$ cat src/rtl/ttt_pkg.sv
// Shared encodings, scan tables and FSM states for the tic-tac-toe auto player.
package ttt_pkg;

  localparam logic [1:0] EMPTY = 2'b00;
  localparam logic [1:0] P1    = 2'b01;
  localparam logic [1:0] P2    = 2'b10;

  localparam logic [1:0] GS_IDLE = 2'b00;
  localparam logic [1:0] GS_P1   = 2'b01;
  localparam logic [1:0] GS_P2   = 2'b10;
  localparam logic [1:0] GS_DONE = 2'b11;

  localparam logic [1:0] WIN_NONE = 2'b00;
  localparam logic [1:0] WIN_P1   = 2'b01;
  localparam logic [1:0] WIN_P2   = 2'b10;
  localparam logic [1:0] WIN_DRAW = 2'b11;

  localparam int unsigned CNT_W = 5;

  localparam logic [3:0] LINE_TBL [0:7][0:2] = '{
    '{4'd0, 4'd1, 4'd2},
    '{4'd3, 4'd4, 4'd5},
    '{4'd6, 4'd7, 4'd8},
    '{4'd0, 4'd3, 4'd6},
    '{4'd1, 4'd4, 4'd7},
    '{4'd2, 4'd5, 4'd8},
    '{4'd0, 4'd4, 4'd8},
    '{4'd2, 4'd4, 4'd6}
  };

  localparam logic [3:0] PREF_TBL [0:8] = '{
    4'd4, 4'd0, 4'd2, 4'd6, 4'd8, 4'd1, 4'd3, 4'd5, 4'd7
  };

  typedef enum logic [2:0] {
    ST_IDLE,
    ST_SCAN_WIN,
    ST_SCAN_BLOCK,
    ST_PICK,
    ST_WAIT,
    ST_HOLD
  } state_e;

  function automatic logic [1:0] cell_of(input logic [17:0] brd, input logic [3:0] idx);
    logic [1:0] c;
    c = EMPTY;
    for (int unsigned i = 0; i < 9; i++) begin
      if (idx == 4'(i)) c = brd[2*i +: 2];
    end
    return c;
  endfunction

endpackage

$ cat src/rtl/ttt_line_eval.sv
// Checks one three-cell line for two marks plus one empty cell; reports the empty slot.
module ttt_line_eval
  import ttt_pkg::*;
(
  input  logic [1:0] c0_i,
  input  logic [1:0] c1_i,
  input  logic [1:0] c2_i,
  input  logic [1:0] mark_i,
  output logic       hit_o,
  output logic [1:0] pos_o
);

  always_comb begin
    hit_o = 1'b0;
    pos_o = 2'd0;
    if (c0_i == mark_i && c1_i == mark_i && c2_i == EMPTY) begin
      hit_o = 1'b1;
      pos_o = 2'd2;
    end else if (c0_i == mark_i && c2_i == mark_i && c1_i == EMPTY) begin
      hit_o = 1'b1;
      pos_o = 2'd1;
    end else if (c1_i == mark_i && c2_i == mark_i && c0_i == EMPTY) begin
      hit_o = 1'b1;
      pos_o = 2'd0;
    end
  end

endmodule

$ cat src/rtl/ttt_auto_player.sv
// Hardware opponent: snapshots the board on its turn, scans win/block/preference
// one step per cycle, then issues a single-cycle move strobe.
module ttt_auto_player
  import ttt_pkg::*;
#(
  parameter logic [1:0]  OWN     = P2,
  parameter int unsigned TIMEOUT = 16
) (
  input  logic        ph1,
  input  logic        reset,
  input  logic        enable,
  input  logic [17:0] gBoard,
  input  logic [1:0]  gameState,
  input  logic [1:0]  winner,
  output logic [3:0]  playerInput,
  output logic        playerWrite,
  output logic        busy,
  output logic        error
);

  localparam logic [1:0] OPP = ~OWN;

  state_e             state_q, state_d;
  logic [17:0]        brd_q, brd_d;
  logic [2:0]         line_q, line_d;
  logic [3:0]         idx_q, idx_d;
  logic [CNT_W-1:0]   cnt_q, cnt_d, cnt_inc;
  logic [3:0]         pin_q, pin_d;
  logic               pw_q, pw_d;
  logic               err_q, err_d;

  logic               turn_ok;
  logic [1:0]         mark, pos;
  logic               hit;
  logic [3:0]         hit_cell, pick_cell;

  assign turn_ok = enable && (gameState == OWN) && (winner == WIN_NONE);
  assign mark    = (state_q == ST_SCAN_BLOCK) ? OPP : OWN;

  ttt_line_eval u_line_eval (
    .c0_i   (cell_of(brd_q, LINE_TBL[line_q][0])),
    .c1_i   (cell_of(brd_q, LINE_TBL[line_q][1])),
    .c2_i   (cell_of(brd_q, LINE_TBL[line_q][2])),
    .mark_i (mark),
    .hit_o  (hit),
    .pos_o  (pos)
  );

  always_comb begin
    case (pos)
      2'd0:    hit_cell = LINE_TBL[line_q][0];
      2'd1:    hit_cell = LINE_TBL[line_q][1];
      default: hit_cell = LINE_TBL[line_q][2];
    endcase
  end

  assign pick_cell = PREF_TBL[idx_q];
  assign cnt_inc   = (cnt_q == '1) ? cnt_q : cnt_q + 1'b1;

  always_comb begin
    state_d = state_q;
    brd_d   = brd_q;
    line_d  = line_q;
    idx_d   = idx_q;
    cnt_d   = cnt_q;
    pin_d   = pin_q;
    pw_d    = 1'b0;
    err_d   = err_q;
    case (state_q)
      ST_IDLE: begin
        if (turn_ok) begin
          brd_d   = gBoard;
          line_d  = '0;
          state_d = ST_SCAN_WIN;
        end
      end
      ST_SCAN_WIN, ST_SCAN_BLOCK: begin
        // Abort is checked first so a hit on the same edge never writes.
        if (!turn_ok) begin
          state_d = ST_IDLE;
        end else if (hit) begin
          pin_d   = hit_cell;
          pw_d    = 1'b1;
          cnt_d   = '0;
          state_d = ST_WAIT;
        end else if (line_q == 3'd7) begin
          line_d  = '0;
          idx_d   = '0;
          state_d = (state_q == ST_SCAN_WIN) ? ST_SCAN_BLOCK : ST_PICK;
        end else begin
          line_d  = line_q + 3'd1;
        end
      end
      ST_PICK: begin
        if (!turn_ok) begin
          state_d = ST_IDLE;
        end else if (cell_of(brd_q, pick_cell) == EMPTY) begin
          pin_d   = pick_cell;
          pw_d    = 1'b1;
          cnt_d   = '0;
          state_d = ST_WAIT;
        end else if (idx_q == 4'd8) begin
          err_d   = 1'b1;
          state_d = ST_HOLD;
        end else begin
          idx_d   = idx_q + 4'd1;
        end
      end
      ST_WAIT: begin
        // Losing the turn takes priority over a coincident timeout.
        if (!enable || gameState != OWN) begin
          state_d = ST_IDLE;
        end else if (32'(cnt_inc) >= TIMEOUT) begin
          cnt_d   = cnt_inc;
          err_d   = 1'b1;
          state_d = ST_HOLD;
        end else begin
          cnt_d   = cnt_inc;
        end
      end
      ST_HOLD: begin
        if (!enable || gameState != OWN) state_d = ST_IDLE;
      end
      default: state_d = ST_IDLE;
    endcase
  end

  always_ff @(posedge ph1 or posedge reset) begin
    if (reset) begin
      state_q <= ST_IDLE;
      brd_q   <= '0;
      line_q  <= '0;
      idx_q   <= '0;
      cnt_q   <= '0;
      pin_q   <= '0;
      pw_q    <= 1'b0;
      err_q   <= 1'b0;
    end else begin
      state_q <= state_d;
      brd_q   <= brd_d;
      line_q  <= line_d;
      idx_q   <= idx_d;
      cnt_q   <= cnt_d;
      pin_q   <= pin_d;
      pw_q    <= pw_d;
      err_q   <= err_d;
    end
  end

  assign playerInput = pin_q;
  assign playerWrite = pw_q;
  assign busy        = (state_q != ST_IDLE);
  assign error       = err_q;

endmodule

$ cat config.mk
export PLATFORM = sky130hd
export DESIGN_NAME = ttt_auto_player
export DESIGN_NICKNAME = d
export VERILOG_FILES = /design/src/rtl/ttt_pkg.sv /design/src/rtl/ttt_line_eval.sv /design/src/rtl/ttt_auto_player.sv
export SDC_FILE = /design/constraint.sdc
export NUM_CORES = 1
export LEC_CHECK = 0
export CAP_MARGIN = 40
export CORE_ASPECT_RATIO = 0.7
export CORE_MARGIN = 4
export CORE_UTILIZATION = 62
export DETAILED_ROUTE_END_ITERATION = 10
export PLACE_DENSITY = 0.89
export SYNTH_ARGS = -nofsm -noshare
export SYNTH_HDL_FRONTEND = slang
export SYNTH_HIERARCHICAL = 1
export SYNTH_SLANG_ARGS = --single-unit
$ cat constraint.sdc
create_clock -name ph1 -period 9.25 [get_ports ph1]
set_input_delay 1.85 -clock ph1 [delete_from_list [all_inputs] [get_ports ph1]]
set_output_delay 1.85 -clock ph1 [all_outputs]
set_load 0.005 [all_outputs]
# Word level (Yosys, flattened, before mapping)
# Memories as Yosys holds them, arrays and structs flattened.
# Index checks and enable logic that the tools add are counted.
[totals]
ff_bits = 39
rom_bits = 160
output_inout_bits = 7
wordCells = 210
n_memories = 2
[mem_list]
columns = ["memory", "words", "word_bits", "rd", "rd_ports_with_merged_regs", "wr", "line_no", "source"]
rows = [
  ["(no name shown)", 8, 12, 1, 0, 0, "ttt_auto_player.sv:53", "default: hit_cell = LINE_TBL[line_q][2];"],
  ["(no name shown)", 16, 4, 1, 0, 0, "ttt_auto_player.sv:57", "assign pick_cell = PREF_TBL[idx_q];"],
]
[classes]
add_sub_neg = 3
n_lt_le_gt_ge = 3
eq_ne = 62
n_mux = 96
bitwise_logic = 2
reduce_logical = 34
[ops]
columns = ["operator", "n"]
rows = [
  ["2-bit two-way mux", 40],
  ["4-bit by 3-bit equality test with 1-bit output, second input constant", 16],
  ["4-bit two-way mux", 12],
  ["3-bit two-way mux", 14],
  ["4-bit by 2-bit equality test with 1-bit output, second input constant", 8],
  ["5-bit two-way mux", 6],
  ["2-bit inequality test, second input constant", 14],
  ["12-bit two-way mux", 2],
  ["4-bit one-hot mux with 2 select lines", 3],
  ["4-bit equality test, second input constant", 5],
  ["4-bit by 1-bit equality test with 1-bit output, second input constant", 4],
  ["4-bit logical NOT", 4],
  ["3-bit one-hot mux with 5 select lines", 1],
  ["5-bit one-hot mux with 3 select lines", 1],
  ["1-bit two-way mux", 14],
  ["2-bit logical NOT", 6],
  ["6-bit AND reduction", 2],
  ["5-bit greater-or-equal comparator, second input constant", 2],
  ["5-bit AND reduction", 2],
  ["3-bit equality test, second input constant", 3],
  ["1-bit logical AND", 8],
  ["4-bit inequality test, second input constant", 2],
  ["7-bit AND reduction", 1],
  ["2-bit equality test", 3],
  ["other kinds (22)", 27],
]

# Depth between registers and ports, before layout
[logic_depth]
ltp_word = 24
depth_mapped = 20
depth_no_buf = 18

# Hierarchy
# Netlist, hierarchy kept.
[modules_own_cells]
columns = ["module", "n_inst", "cells_per_inst", "area_each_um2"]
rows = [
  ["ttt_auto_player", 1, 312, 2869.0],
  ["ttt_line_eval", 1, 25, 183.9],
]

# Worst setup path after synthesis
# No wires, ideal clock.
[synth_path]
kind = "flip-flop to flip-flop"
startpoint = "reg line_q[0]"
endpoint = "reg pin_q[2], in the netlist playerInput[2]"
t_arrival_ps = 4136
setup_slack_ps = 4988
stages_incl_launch_ff = 19
path_buffers = 4
cell_sequence = "dfrtp_1 -> clkbuf_1 -> inv_1 -> ha_1 -> clkbuf_1 -> buf_1 -> buf_1 -> mux2i_1 -> nor2_1 -> a21oi_1 -> o21ai_0 -> nor2_1 -> a32oi_1 -> o21ai_0 -> o2bb2ai_1 -> maj3_1 -> and2_1 -> o21ai_4 -> mux2_4"
[synth_between]
elab_cells_between_ends = 83
classes_between = "eq/ne: 29; mux: 38; bitwise: 1; reduce/logical: 14; memory: 1"
[synth_rtl]
columns = ["element", "line_no", "source"]
rows = [
  ["start: declaration", "ttt_auto_player.sv:25", "logic [2:0] line_q, line_d;"],
  ["start signal: assignment", "ttt_auto_player.sv:141", "line_q <= line_d;"],
  ["3-bit inverter with 4-bit output (not written as such) (*)", "ttt_auto_player.sv:41, ttt_auto_player.sv:42, ttt_auto_player.sv:43", ""],
  ["memory 8 x 12 bit (*)", "--", ""],
  ["12-bit two-way mux (not written as such) (*) (2 in series)", "ttt_auto_player.sv:53", ""],
  ["4-bit logical NOT", "ttt_pkg.sv:48", "if (idx == 4'(i)) c = brd[2*i +: 2];"],
  ["2-bit two-way mux (9 in series)", "ttt_pkg.sv:48", ""],
  ["2-bit equality test, on equally long branches", "ttt_line_eval.sv:16, ttt_line_eval.sv:22, ttt_line_eval.sv:19", ""],
  ["1-bit logical AND (2 in series)", "ttt_line_eval.sv:22", "end else if (c1_i == mark_i && c2_i == mark_i && c0_i == EMPTY) begin"],
  ["1-bit two-way mux", "ttt_line_eval.sv:22", ""],
  ["1-bit two-way mux", "ttt_line_eval.sv:19", "end else if (c0_i == mark_i && c2_i == mark_i && c1_i == EMPTY) begin"],
  ["1-bit two-way mux (*)", "ttt_line_eval.sv:16", "if (c0_i == mark_i && c1_i == mark_i && c2_i == EMPTY) begin"],
  ["via hit", "ttt_auto_player.sv:34", "logic hit;"],
  ["2-bit inequality test (no source line) (*)", "--", ""],
  ["5-bit AND reduction (no source line) (*)", "--", ""],
  ["end signal: assignment", "ttt_auto_player.sv:144", "pin_q <= pin_d;"],
  ["end: declaration", "ttt_auto_player.sv:28", "logic [3:0] pin_q, pin_d;"],
]
# The timed path passes the listed nets; every way through them passes the cells marked *. The select of a mux whose other input is x is not followed.
# A chain may end at the register's enable or synchronous reset.

# Worst setup path after layout
[layout_path]
startpoint = "reg line_q[0]"
endpoint = "reg pin_q[2], in the netlist playerInput[2]"
[layout_between]
elab_cells_between_ends = 83
classes_between = "eq/ne: 29; mux: 38; bitwise: 1; reduce/logical: 14; memory: 1"
[layout_rtl]
columns = ["element", "line_no", "source"]
rows = [
  ["3-bit inverter with 4-bit output (not written as such) (*)", "ttt_auto_player.sv:41, ttt_auto_player.sv:42, ttt_auto_player.sv:43", ""],
  ["memory 8 x 12 bit (*)", "--", ""],
  ["12-bit two-way mux (not written as such) (*) (2 in series)", "ttt_auto_player.sv:53", ""],
  ["4-bit logical NOT", "ttt_pkg.sv:48", ""],
  ["2-bit two-way mux (9 in series)", "ttt_pkg.sv:48", ""],
  ["2-bit equality test", "ttt_line_eval.sv:16", ""],
  ["1-bit logical AND", "ttt_line_eval.sv:16", ""],
  ["1-bit logical AND (*)", "ttt_line_eval.sv:16", ""],
  ["2-bit two-way mux (*)", "ttt_line_eval.sv:16", ""],
  ["via pos[1]", "ttt_auto_player.sv:33", "logic [1:0] mark, pos;"],
  ["2-bit by 1-bit equality test with 1-bit output / 2-bit logical NOT (equally long branches)", "ttt_auto_player.sv:50", "case (pos)"],
  ["4-bit one-hot mux with 2 select lines (*)", "ttt_auto_player.sv:50", ""],
  ["4-bit two-way mux (*)", "ttt_auto_player.sv:81", "end else if (hit) begin"],
  ["4-bit two-way mux (*)", "ttt_auto_player.sv:79", "if (!turn_ok) begin"],
  ["4-bit one-hot mux with 2 select lines (*)", "ttt_auto_player.sv:69", "case (state_q)"],
]
# Marks and branches as above.

==> results.yml <==
power_and_ir_drop:
  power.leakage_nw: 1.48
  p_int_mw: 0.597
  power_frac_comb: 0.608
  ir_drop_mv: 0.153
  pwr-share-seq: 0.269
  p_switching_mw: 0.563
  finalPower_mw: 1.16
  p_clk_frac: 0.123
  switching_share: 0.485
  powerDensity_nw_per_um2: 331
yosys:
  muxShareOfSynthArea: 0.152
  synth_fa_ha_area_frac: 0.0443
  synth_warnings: 6
  synth_edf_count: 0
  syn_area_um2: 3050
  synth_ff_type: "dfrtp_1"
  yosys.area.top_type: "dfrtp_1"
  synth_top_area_frac: 0.320
  synth_area_per_cell_um2: 9.06
  synth_compound_area_frac: 0.230
  async_reset_ff_frac: 1.00
  yosys.cell_count.top_type: "dfrtp_1"
  ys_types: 72
  yosysSeqAreaShare: 0.320
  synth_common_cells: "39 x dfrtp_1, 29 x nor2_1, 29 x o21ai_0"
  yosys.area_share.simple: 0.180
  synth_top_family_by_area: "compound AO/OA/AOI/OAI gates"
  synthXorXnorAreaFrac: 0.0230
  syn_nets: 372
  synth.area.top_cells: "dfrtp_1 32%, mux2_2 7.0%, o21ai_0 4.8%"
  ys_ff_latch: 39
  synth_cells: 337
sta:
  hold_violations: 0
  finalMaxSlewViolations: 0
  relSlewSlack: 0.386
  skew_ns: 0.00571
  fmax_ghz: 0.185
  layout_min_cycle_time_ns: 5.40
  setup_viol: 0
  rsz0062_at_grt: "false"
  worst_pin_slew_ns: 0.921
  setup_tns_ns: 0
  period_share: 0.584
setup_path:
  critPathArrivalTime_ns: 5.59
  path_cells: "inv_1 > ha_1 > mux2i_1 > nand2b_1 > nor2_1 > a21oi_1 > a21oi_1 > o32ai_1 > xnor2_1 > nand2_1 > nor4_1 > clkbuf_2 > nand2_1 > o21ai_0 > o21ai_0 > a21oi_1 > a31oi_1 > mux2_4"
  slowest_delay_ns: 0.95
  path_buf_inv: 2
  reg2reg_slack_ns: 3.85
  r2r-start: "line_q[0]"
  worstSetupStartpointType: "register"
  critical-path-top-delay-family: "compound AO/OA/AOI/OAI gates"
  critPathMaxFanout: 26
  required_ns: 9.44
  r2r-end: "playerInput[2]"
  end_kind: "register"
  r2r_cells: 18
  cpMostUsedCell: "a21oi_1"
  crit_type: "reg -> reg"
  crit_slowest_cell: "ha_1"
placement:
  hpwl_um: 5800
  place_congestion: 0.914
  io_buffers: 31
floorplan:
  start_util: 0.638
  dieArea_um2: 6130
  die_y_um: 66.7
  core_area_um2: 4780
  num_rows: 21
  ios: 32
  dieWidth_um: 91.9
clocking:
  postCtsHoldBufs: 0
  clkLatencyLatePin_ns: 0.30
  cts_setup_buffers: 0
  h-tree-depth: 2
  cts_sinks: 39
  cts_made_buffers: 5
  cts-root-buf: "clkbuf_8"
  cts_tree: "built"
  cts_resized: 0
  cts_buffer_depth: 2
  path_clk_slew_ns: 0.08
routing:
  drt_pre_antenna_iters: 8
  ant_nets: 0
  num_vias: 2957
  drt_first_iter_violations: 441
  post_drt_wl_per_cell_um: 20.0
  drc: 0
  vias_per_cell: 6.86
  totalWireLength_um: 8610
global_routing:
  antenna_found_initial: 0
  grt_pass1_vias: 2671
  grt_max_degree: 40
  grtUsageTotal: 0.280
  grt_pass1_wl_um: 13300
  overflow: 0
cells_and_area:
  fillers: 351
  final_nets: 397
  antenna_cells: 0
  synthToLayoutAreaGrowth_pct: 14.7
  drive_gt1_frac: 0.144
run:
  cap_violations: 0
hold_path:
  holdPathEnd: "error"
  hp-class: "reg -> reg"
  min_path_cells: 2
  hp-start: "error"
outcome:
  status: "completed"
## cell type report
cell class,count,area (µm²),area share
clock buffer,5,68.8,0.0197
clock inverter,2,37.5,0.0107
inverter,18,67.6,0.0193
multi-input combinational,263,1930,0.550
sequential,39,976,0.279
tap,69,86.3,0.0247
timing repair buffer,35,338,0.0965
## metal layers
metal / GRT usage / part of all wire / up-vias
met2: 0.426 / 0.43 / 228
li1: - / - / 1293
met4: 0.102 / 0.042 / 0
met5: 0 / 0 / -
met1: 0.385 / 0.40 / 1384
met3: 0.0745 / 0.13 / 52
## worst min-delay path, cell delays in order (launching register included)
cell and delay (ns):
dfrtp_1 0.34, nor2_1 0.05, o21ai_0 0.06
## sequential cells by signal (all words and copies together), names as in the netlist
name / count
cnt_q: 5
error: 1
brd_q: 18
line_q: 3
idx_q: 4
playerWrite: 1
state_q: 3
playerInput: 4
## power groups by stage
stage / clock [mW] / sequential (mW) / combinational (mW)
2_1_floorplan: 0 / 0.258 / 0.538
3_3_place_gp: 0 / 0.299 / 0.628
3_5_place_dp: 0 / 0.304 / 0.655
4_1_cts: 0.142 / 0.303 / 0.669
5_1_grt: 0.151 / 0.315 / 0.745
6_report: 0.143 / 0.312 / 0.705
## worst max path at each step
stage                   start        endpoint  slack (ns)  cells after the start
floorplan           line_q[0]  playerInput[2]        4.99                     18
global placement    line_q[0]  playerInput[2]        4.62                     16
detailed placement  line_q[0]  playerInput[2]        4.25                     17
CTS                 line_q[0]  playerInput[2]        4.10                     17
global route        line_q[0]  playerInput[2]        3.49                     16
finish              line_q[0]  playerInput[2]        3.85                     18
## cell usage in the layout (no fill, tap or decap), types with 9 or more instances in the layout
cell / instances
nor2_1: 29
nand2_1: 27
dfrtp_1: 39
mux2_2: 19
o21ai_0: 29
a21oi_1: 22
clkdlybuf4s50_1: 31
ha_1: 10
inv_1: 17
nand3_1: 9
mux2i_1: 13
## kinds of logic after synthesis
| group | Yosys count |
|---|---|
| simple gates | 106 |
| mux | 38 |
| flops | 39 |
| xor+xnor | 8 |
| compound gates | 100 |
| fa+ha+maj | 11 |
| buf+inv | 35 |
## stage by stage
stage | hold slack, ns | cells | area [µm²] | worst slack, ns | utilization
6_report | 0.481 | 431 | 3500 | 3.85 | 0.732
5_1_grt | 0.527 | 431 | 3500 | 3.49 | 0.732
4_1_cts | 0.486 | 430 | 3500 | 4.10 | 0.731
3_5_place_dp | 0.468 | 423 | 3390 | 4.25 | 0.709
3_3_place_gp | 0.470 | 423 | 3390 | 4.62 | 0.709
2_1_floorplan | 0.472 | 337 | 3050 | 4.99 | -
(Power assumes the default switching activity.)
